<file path="src/rtl/cpu_types_pkg.sv">
// Shared CPU memory-side types: word and RAM handshake types, arbiter states
// and owner codes used by the cache/RAM arbiter and its bench.
package cpu_types_pkg;

    localparam int WORD_W = 32;

    typedef logic [WORD_W-1:0] word_t;

    // RAM handshake state as reported by the memory controller.
    typedef enum logic [1:0] {
        FREE   = 2'd0,
        BUSY   = 2'd1,
        ACCESS = 2'd2,
        ERROR  = 2'd3
    } ramstate_t;

    // Arbiter FSM: one arbitration cycle in IDLE, then one word transfer.
    typedef enum logic [1:0] {
        IDLE    = 2'd0,
        SERVE_I = 2'd1,
        SERVE_D = 2'd2
    } arb_state_t;

    // Debug/perf encoding of who currently holds the RAM port.
    localparam logic [1:0] OWNER_NONE = 2'd0;
    localparam logic [1:0] OWNER_I    = 2'd1;
    localparam logic [1:0] OWNER_D    = 2'd2;

    // A dcache request is either a read or a write strobe.
    function automatic logic dcache_req(input logic ren, input logic wen);
        return ren | wen;
    endfunction

endpackage

</file>
<file path="src/rtl/cache_mem_arbiter_if.sv">
// Bundle of the icache, dcache and RAM handshake signals around the arbiter.
// The slave view is the arbiter itself; the master view is everything around
// it (both caches and the RAM model).
interface cache_mem_arbiter_if;
    import cpu_types_pkg::*;

    // icache side
    logic      iREN;
    word_t     iaddr;
    logic      iwait;
    word_t     iload;

    // dcache side
    logic      dREN;
    logic      dWEN;
    word_t     daddr;
    word_t     dstore;
    logic      dwait;
    word_t     dload;

    // RAM side
    logic      ramREN;
    logic      ramWEN;
    word_t     ramaddr;
    word_t     ramstore;
    word_t     ramload;
    ramstate_t ramstate;

    modport slave (
        input  iREN, iaddr,
        output iwait, iload,
        input  dREN, dWEN, daddr, dstore,
        output dwait, dload,
        output ramREN, ramWEN, ramaddr, ramstore,
        input  ramload, ramstate
    );

    modport master (
        output iREN, iaddr,
        input  iwait, iload,
        output dREN, dWEN, daddr, dstore,
        input  dwait, dload,
        input  ramREN, ramWEN, ramaddr, ramstore,
        output ramload, ramstate
    );

endinterface

</file>
<file path="src/rtl/arb_starve_tracker.sv">
// Counts how many times in a row the dcache has been granted while the icache
// was also waiting. Saturates at LIMIT; at_limit tells the arbiter that the
// icache must win the next contested arbitration.
module arb_starve_tracker #(
    parameter int LIMIT = 4
) (
    input  logic CLK,
    input  logic nRST,
    input  logic inc,
    input  logic clr,
    output logic at_limit
);

    localparam int              CNT_W   = $clog2(LIMIT + 1);
    localparam logic [CNT_W-1:0] LIMIT_V = CNT_W'(LIMIT);

    logic [CNT_W-1:0] cnt_r;

    // Saturating pass-over counter; clear has priority over increment.
    always_ff @(posedge CLK) begin
        if (!nRST) begin
            cnt_r <= '0;
        end else if (clr) begin
            cnt_r <= '0;
        end else if (inc && (cnt_r != LIMIT_V)) begin
            cnt_r <= cnt_r + CNT_W'(1);
        end else begin
            cnt_r <= cnt_r;
        end
    end

    assign at_limit = (cnt_r == LIMIT_V);

endmodule

</file>
<file path="src/rtl/cache_mem_arbiter.sv">
// Shares the single RAM port between the icache (read-only) and the dcache
// (read/write). Dcache has priority, bounded by a starvation guard so the
// icache cannot wait forever. One word transfer per grant, with one IDLE
// arbitration cycle between grants. RAM ERROR cycles are retried and counted.
module cache_mem_arbiter
    import cpu_types_pkg::*;
#(
    parameter int STARVE_LIMIT = 4,
    parameter int ERR_CNT_W    = 8
) (
    input  logic                 CLK,
    input  logic                 nRST,
    cache_mem_arbiter_if.slave   bus,
    output logic [1:0]           owner,
    output logic [ERR_CNT_W-1:0] err_cnt
);

    localparam logic [ERR_CNT_W-1:0] ERR_MAX = '1;

    arb_state_t state_r;
    arb_state_t next_state_s;

    logic  dreq_s;
    logic  starve_inc_s;
    logic  starve_clr_s;
    logic  starve_hit_s;
    logic  granted_err_s;

    logic  ram_ren_s;
    logic  ram_wen_s;
    word_t ram_addr_s;
    word_t ram_store_s;
    logic  iwait_s;
    logic  dwait_s;
    logic  [1:0] owner_s;

    assign dreq_s = dcache_req(bus.dREN, bus.dWEN);

    arb_starve_tracker #(
        .LIMIT (STARVE_LIMIT)
    ) u_starve (
        .CLK      (CLK),
        .nRST     (nRST),
        .inc      (starve_inc_s),
        .clr      (starve_clr_s),
        .at_limit (starve_hit_s)
    );

    // FSM state register.
    always_ff @(posedge CLK) begin
        if (!nRST) begin
            state_r <= IDLE;
        end else begin
            state_r <= next_state_s;
        end
    end

    // Next state, RAM drive and cache handshakes. While reset is held every
    // strobe is dropped and both waits stay high, so an interrupted transfer
    // never produces a completion pulse.
    always_comb begin
        next_state_s = state_r;
        ram_ren_s    = 1'b0;
        ram_wen_s    = 1'b0;
        ram_addr_s   = '0;
        ram_store_s  = '0;
        iwait_s      = 1'b1;
        dwait_s      = 1'b1;
        owner_s      = OWNER_NONE;
        starve_inc_s = 1'b0;
        starve_clr_s = 1'b0;

        if (!nRST) begin
            next_state_s = IDLE;
        end else begin
            case (state_r)
                IDLE: begin
                    // Arbitrate; ACCESS seen here belongs to nobody and is ignored.
                    if (dreq_s && bus.iREN && starve_hit_s) begin
                        next_state_s = SERVE_I;
                        starve_clr_s = 1'b1;
                    end else if (dreq_s) begin
                        next_state_s = SERVE_D;
                        starve_inc_s = bus.iREN;
                    end else if (bus.iREN) begin
                        next_state_s = SERVE_I;
                        starve_clr_s = 1'b1;
                    end else begin
                        next_state_s = IDLE;
                    end
                end

                SERVE_I: begin
                    owner_s    = OWNER_I;
                    ram_ren_s  = bus.iREN;
                    ram_addr_s = bus.iaddr;
                    if (!bus.iREN) begin
                        // Request withdrawn: release the port without completing.
                        next_state_s = IDLE;
                    end else if (bus.ramstate == ACCESS) begin
                        iwait_s      = 1'b0;
                        next_state_s = IDLE;
                    end else begin
                        // BUSY/FREE/ERROR: hold strobes so RAM keeps (re)trying.
                        next_state_s = SERVE_I;
                    end
                end

                SERVE_D: begin
                    owner_s     = OWNER_D;
                    ram_wen_s   = bus.dWEN;
                    ram_ren_s   = bus.dREN & ~bus.dWEN;
                    ram_addr_s  = bus.daddr;
                    ram_store_s = bus.dstore;
                    if (!dreq_s) begin
                        next_state_s = IDLE;
                    end else if (bus.ramstate == ACCESS) begin
                        dwait_s      = 1'b0;
                        next_state_s = IDLE;
                    end else begin
                        next_state_s = SERVE_D;
                    end
                end

                default: begin
                    next_state_s = IDLE;
                end
            endcase
        end
    end

    assign bus.ramREN   = ram_ren_s;
    assign bus.ramWEN   = ram_wen_s;
    assign bus.ramaddr  = ram_addr_s;
    assign bus.ramstore = ram_store_s;
    assign bus.iwait    = iwait_s;
    assign bus.dwait    = dwait_s;
    // Load data is only meaningful in the completion cycle, so both caches
    // simply see the RAM read bus.
    assign bus.iload    = bus.ramload;
    assign bus.dload    = bus.ramload;
    assign owner        = owner_s;

    assign granted_err_s = (state_r != IDLE) && (bus.ramstate == ERROR);

    // Saturating count of RAM ERROR cycles seen while a cache holds the port.
    always_ff @(posedge CLK) begin
        if (!nRST) begin
            err_cnt <= '0;
        end else if (granted_err_s && (err_cnt != ERR_MAX)) begin
            err_cnt <= err_cnt + ERR_CNT_W'(1);
        end else begin
            err_cnt <= err_cnt;
        end
    end

endmodule

</file>
<file path="src/flat_wrapper.sv">
// flat-port wrapper written by rule: the top's interface ports become plain ports
module cache_mem_arbiter_flat import cpu_types_pkg::*;
#(
    parameter int STARVE_LIMIT = 4,
    parameter int ERR_CNT_W    = 8
)
  (CLK, nRST, owner, err_cnt, bus_iREN, bus_iaddr, bus_iwait, bus_iload, bus_dREN, bus_dWEN, bus_daddr, bus_dstore, bus_dwait, bus_dload, bus_ramREN, bus_ramWEN, bus_ramaddr, bus_ramstore, bus_ramload, bus_ramstate);
  cache_mem_arbiter_if bus_i ();
  input  logic CLK;
  input  logic nRST;
  output logic [1:0] owner;
  output logic [ERR_CNT_W-1:0] err_cnt;
  input wire logic [$bits(bus_i.iREN)-1:0] bus_iREN;
  input wire logic [$bits(bus_i.iaddr)-1:0] bus_iaddr;
  output wire logic [$bits(bus_i.iwait)-1:0] bus_iwait;
  output wire logic [$bits(bus_i.iload)-1:0] bus_iload;
  input wire logic [$bits(bus_i.dREN)-1:0] bus_dREN;
  input wire logic [$bits(bus_i.dWEN)-1:0] bus_dWEN;
  input wire logic [$bits(bus_i.daddr)-1:0] bus_daddr;
  input wire logic [$bits(bus_i.dstore)-1:0] bus_dstore;
  output wire logic [$bits(bus_i.dwait)-1:0] bus_dwait;
  output wire logic [$bits(bus_i.dload)-1:0] bus_dload;
  output wire logic [$bits(bus_i.ramREN)-1:0] bus_ramREN;
  output wire logic [$bits(bus_i.ramWEN)-1:0] bus_ramWEN;
  output wire logic [$bits(bus_i.ramaddr)-1:0] bus_ramaddr;
  output wire logic [$bits(bus_i.ramstore)-1:0] bus_ramstore;
  input wire logic [$bits(bus_i.ramload)-1:0] bus_ramload;
  input wire logic [$bits(bus_i.ramstate)-1:0] bus_ramstate;
  assign bus_i.iREN = bus_iREN;
  assign bus_i.iaddr = bus_iaddr;
  assign bus_iwait = bus_i.iwait;
  assign bus_iload = bus_i.iload;
  assign bus_i.dREN = bus_dREN;
  assign bus_i.dWEN = bus_dWEN;
  assign bus_i.daddr = bus_daddr;
  assign bus_i.dstore = bus_dstore;
  assign bus_dwait = bus_i.dwait;
  assign bus_dload = bus_i.dload;
  assign bus_ramREN = bus_i.ramREN;
  assign bus_ramWEN = bus_i.ramWEN;
  assign bus_ramaddr = bus_i.ramaddr;
  assign bus_ramstore = bus_i.ramstore;
  assign bus_i.ramload = bus_ramload;
  assign bus_i.ramstate = bus_ramstate;
  cache_mem_arbiter #(.STARVE_LIMIT(STARVE_LIMIT), .ERR_CNT_W(ERR_CNT_W)) u_core (.CLK(CLK), .nRST(nRST), .bus(bus_i), .owner(owner), .err_cnt(err_cnt));
endmodule
</file>
<file path="config.mk">
export PLATFORM = sky130hd
export DESIGN_NAME = cache_mem_arbiter_flat
export DESIGN_NICKNAME = d
export VERILOG_FILES = /design/src/rtl/cpu_types_pkg.sv /design/src/rtl/cache_mem_arbiter_if.sv /design/src/rtl/arb_starve_tracker.sv /design/src/rtl/cache_mem_arbiter.sv /design/src/flat_wrapper.sv
export SDC_FILE = /design/constraint.sdc
export NUM_CORES = 1
export LEC_CHECK = 0
export CORE_AREA = 2 2 106 108
export CTS_BUF_LIST = sky130_fd_sc_hd__clkbuf_2
export DETAILED_ROUTE_END_ITERATION = 10
export DIE_AREA = 0 0 108 110
export MAX_ROUTING_LAYER = met4
export SYNTH_ARGS = -nofsm -noshare
export SYNTH_HDL_FRONTEND = slang
export SYNTH_SLANG_ARGS = --single-unit
</file>
<file path="constraint.sdc">
create_clock -name CLK -period 1.95 [get_ports CLK]
set_clock_uncertainty 0.05 [all_clocks]
set_input_delay 0.2925 -clock CLK [delete_from_list [all_inputs] [get_ports CLK]]
set_output_delay 0.2925 -clock CLK [all_outputs]
set_load 0.02 [all_outputs]
</file>
==> impl_metrics.tcl <==
set metrics [dict create \
    r2r_slack_ns 0.19 \
    fp.dieH_um 110 \
    final_cell_mix "clkdlybuf4s50_1 (109), buf_4 (44), clkbuf_2 (35)" \
    seq_area_frac_synth_pct 13.8 \
    cp_slowest_cell "dfxtp_4" \
    port_buffers 180 \
    maxCapViolations 0 \
    critPathMaxStageDelay_ns 0.37 \
    crit_type "reg -> out" \
    start_kind "flip-flop" \
    crit_top_cell "buf_4" \
    synth_top_area_share_pct 25.4 \
    post-route-util_pct 33.0 \
    synth_seq_cells 13 \
    grt_max_degree 40 \
    r2r_cells 6 \
    drc 0 \
    status "finished, final reports clean" \
    cp.required_ns 1.61 \
    synth-adder-area-share_pct 4.64 \
    antenna_cells 0 \
    synthMuxAreaShare_pct 0.530 \
    ir_worst_vdd_v 0.000247 \
    syn-mean-instance-area_um2 7.12 \
    wirelength_mm 8.66 \
    ys_top_cells_by_area "buf_4 (25%), dfxtp_1 (14%), a22oi_1 (14%), and3_1 (11%), nor2_1 (7.4%)" \
    vias 2317 \
    clock_latency_ns 0.26 \
    cts.clk_slew.worst_paths_ns 0.12 \
    ios 277 \
    dieArea_mm2 0.0119 \
    cts_made_buffers 3 \
    grt.total_usage_pct 12.6 \
    avgViaCountPerCell 4.37 \
    wl_per_cell_um 16.3 \
    grt_pass1_vias 2158 \
    final_common_cell "clkdlybuf4s50_1" \
    p_leak_nw 1.52 \
    synth_nets 407 \
    crit_start "u_core.state_r[1]" \
    postRouteAntennaNets 0 \
    ys.warnings.count 0 \
    hp-class "reg -> reg" \
    antenna_found_initial 0 \
    r2r-end "u_core.err_cnt[7]" \
    die_w_um 108 \
    h-tree-depth 1 \
    worstPathArrival_ns 1.59 \
    worstSetupEndpointType "primary output" \
    crit_path_cell_trace "buf_4 > ha_4 > buf_12 > buf_8 > a22oi_2 > nor2_2 > buf_4" \
    crit_fanout 19 \
    root_buffer "clkbuf_2" \
    max_freq_mhz 516 \
    synth_compound_area_share_pct 19.9 \
    start_util_pct 17.6 \
    synth_cell_type_count 35 \
    setup_tns_ns 0 \
    clock_path_buffers 2 \
    p_per_area_mw_per_mm2 303 \
    cts_tree "done" \
    grt_setup_unrepaired "true" \
    yosys.area_share.simple_pct 29.6 \
    coreArea_mm2 0.0107 \
    synth-xor-area-share_pct 1.39 \
    yosysTopAreaCell "buf_4" \
    place_congestion 0.769 \
    drtIter0Drc 86 \
    worst_slew_pin_slew_ns 0.295 \
    endpoint "bus_ramaddr[26]" \
    setup_viol 0 \
    fin_crit_sh_pct 99.4 \
    nets 533 \
    maxSlewHeadroom_pct 80.4 \
    dp_hpwl_mm 6.53 \
    finalHoldViolations 0 \
    syn_to_final_growth_pct 87.0 \
    first_pass_iters 4 \
    min_period_ns 1.94 \
    rr_startpoint "u_core.state_r[0]" \
    drive_gt1_share_pct 34.6 \
    final_max_slew_viol_count 0 \
    rows 38 \
    overflow 0 \
    grt_pass1_wl_mm 11.7 \
    cts_num_sinks 13 \
    synthCells 265 \
    synth_top_family_by_area "buffers and inverters" \
    synthesis.area_mm2 0.00189 \
]
## power breakdown
part	internal [mW]	switching, mW
logic	0.374	0.278
registers	0.273	0.00638
clock network	0.0545	0.0861
total	0.701	0.370
## timing repair
item	CTS	global route
setup buffers	0	1
pin swaps	0	2
gates cloned	1	1
endpoints found under the setup margin	70	63
hold buffers	0	0
gates resized for setup	230	93
## metal layers
| metal | global-route usage (%) | wire length [um] | vias up |
|---|---|---|---|
| li1 | - | - | 1118 |
| met1 | 14.7 | 3410 | 1066 |
| met2 | 22.2 | 4360 | 124 |
| met3 | 3.70 | 839 | 9 |
| met4 | 1.56 | 49 | 0 |
| met5 | - | 0 | - |
## cell type report
class / count / area [um2]
Inverter: 4 / 15.0
Timing Repair Buffer: 205 / 1850
Tap cell: 140 / 175
Multi-Input combinational cell: 164 / 1200
Sequential cell: 13 / 265
Fill cell: 1162 / 7170
Clock buffer: 4 / 20.0
## worst min path at each step
stage                                         from                        to  slack [ns]  cells after the start
after detailed placement         u_core.err_cnt[7]         u_core.err_cnt[7]        0.46                      2
final                     u_core.u_starve.cnt_r[2]  u_core.u_starve.cnt_r[2]        0.48                      2
after floorplan                               nRST         u_core.err_cnt[6]        0.40                      2
after global placement    u_core.u_starve.cnt_r[2]  u_core.u_starve.cnt_r[2]        0.44                      2
after CTS                        u_core.err_cnt[7]         u_core.err_cnt[7]        0.49                      2
after global routing                bus_ramload[6]              bus_iload[6]        0.54                      0
## through the flow
stage	cells	instance area (um2)	worst slack (ns)	power, mW	hold WS, ns
after floorplan	265	1890	0.181	0.691	0.395
after global placement	524	3540	-0.317	0.893	0.440
after detailed placement	524	3540	-0.366	0.896	0.462
after CTS	529	3520	-0.0939	1.05	0.487
after global routing	530	3530	-0.0790	1.14	0.535
final	530	3530	0.0127	1.07	0.482
## worst max-delay path, delay by kind of cell (launching register included)
family	cells	cell delay [ns]
AO/OA/AOI/OAI	1	0.17
adder cells (fa/ha/maj)	1	0.17
buffers and inverters	4	0.57
flip-flops	1	0.37
AND/OR/NAND/NOR	1	0.05
## flip-flops by register name, indices dropped and copies added (netlist names)
register / flops
u_core.u_starve.cnt_r: 3
u_core.err_cnt: 8
u_core.state_r: 2
## cell usage after synthesis
master	instances
mux2i_1	1
nand3_1	3
nor4bb_1	1
o21ai_0	2
and2_1	6
ha_1	7
o2bb2ai_1	1
a21boi_1	2
nand2_1	7
and3_1	33
nand3b_1	1
nand2b_1	2
nand3_2	1
o211ai_1	2
or4b_1	1
a22oi_1	34
o21ai_4	1
o21a_1	2
inv_1	4
o31ai_1	3
nor2_1	37
nor2b_1	2
nor3_1	2
nand4b_1	1
dfxtp_1	13
a21boi_0	1
a21oi_1	2
and3b_2	1
nand4_2	1
buf_4	64
nor4b_1	1
or4_1	2
clkbuf_1	20
nand4_1	1
xnor2_1	3
## logic make-up (layout without fill, tap and decap cells)
kind of cell | count (synthesis) | count (layout)
DFF | 13 | 13
buffers and inverters | 88 | 213
and+or+nand+nor | 103 | 103
adders and majority gates | 7 | 7
muxes | 1 | 1
AOI/OAI and AO/OA | 50 | 50
xor gates and xnor gates | 3 | 3
(Power assumes the default switching activity.)
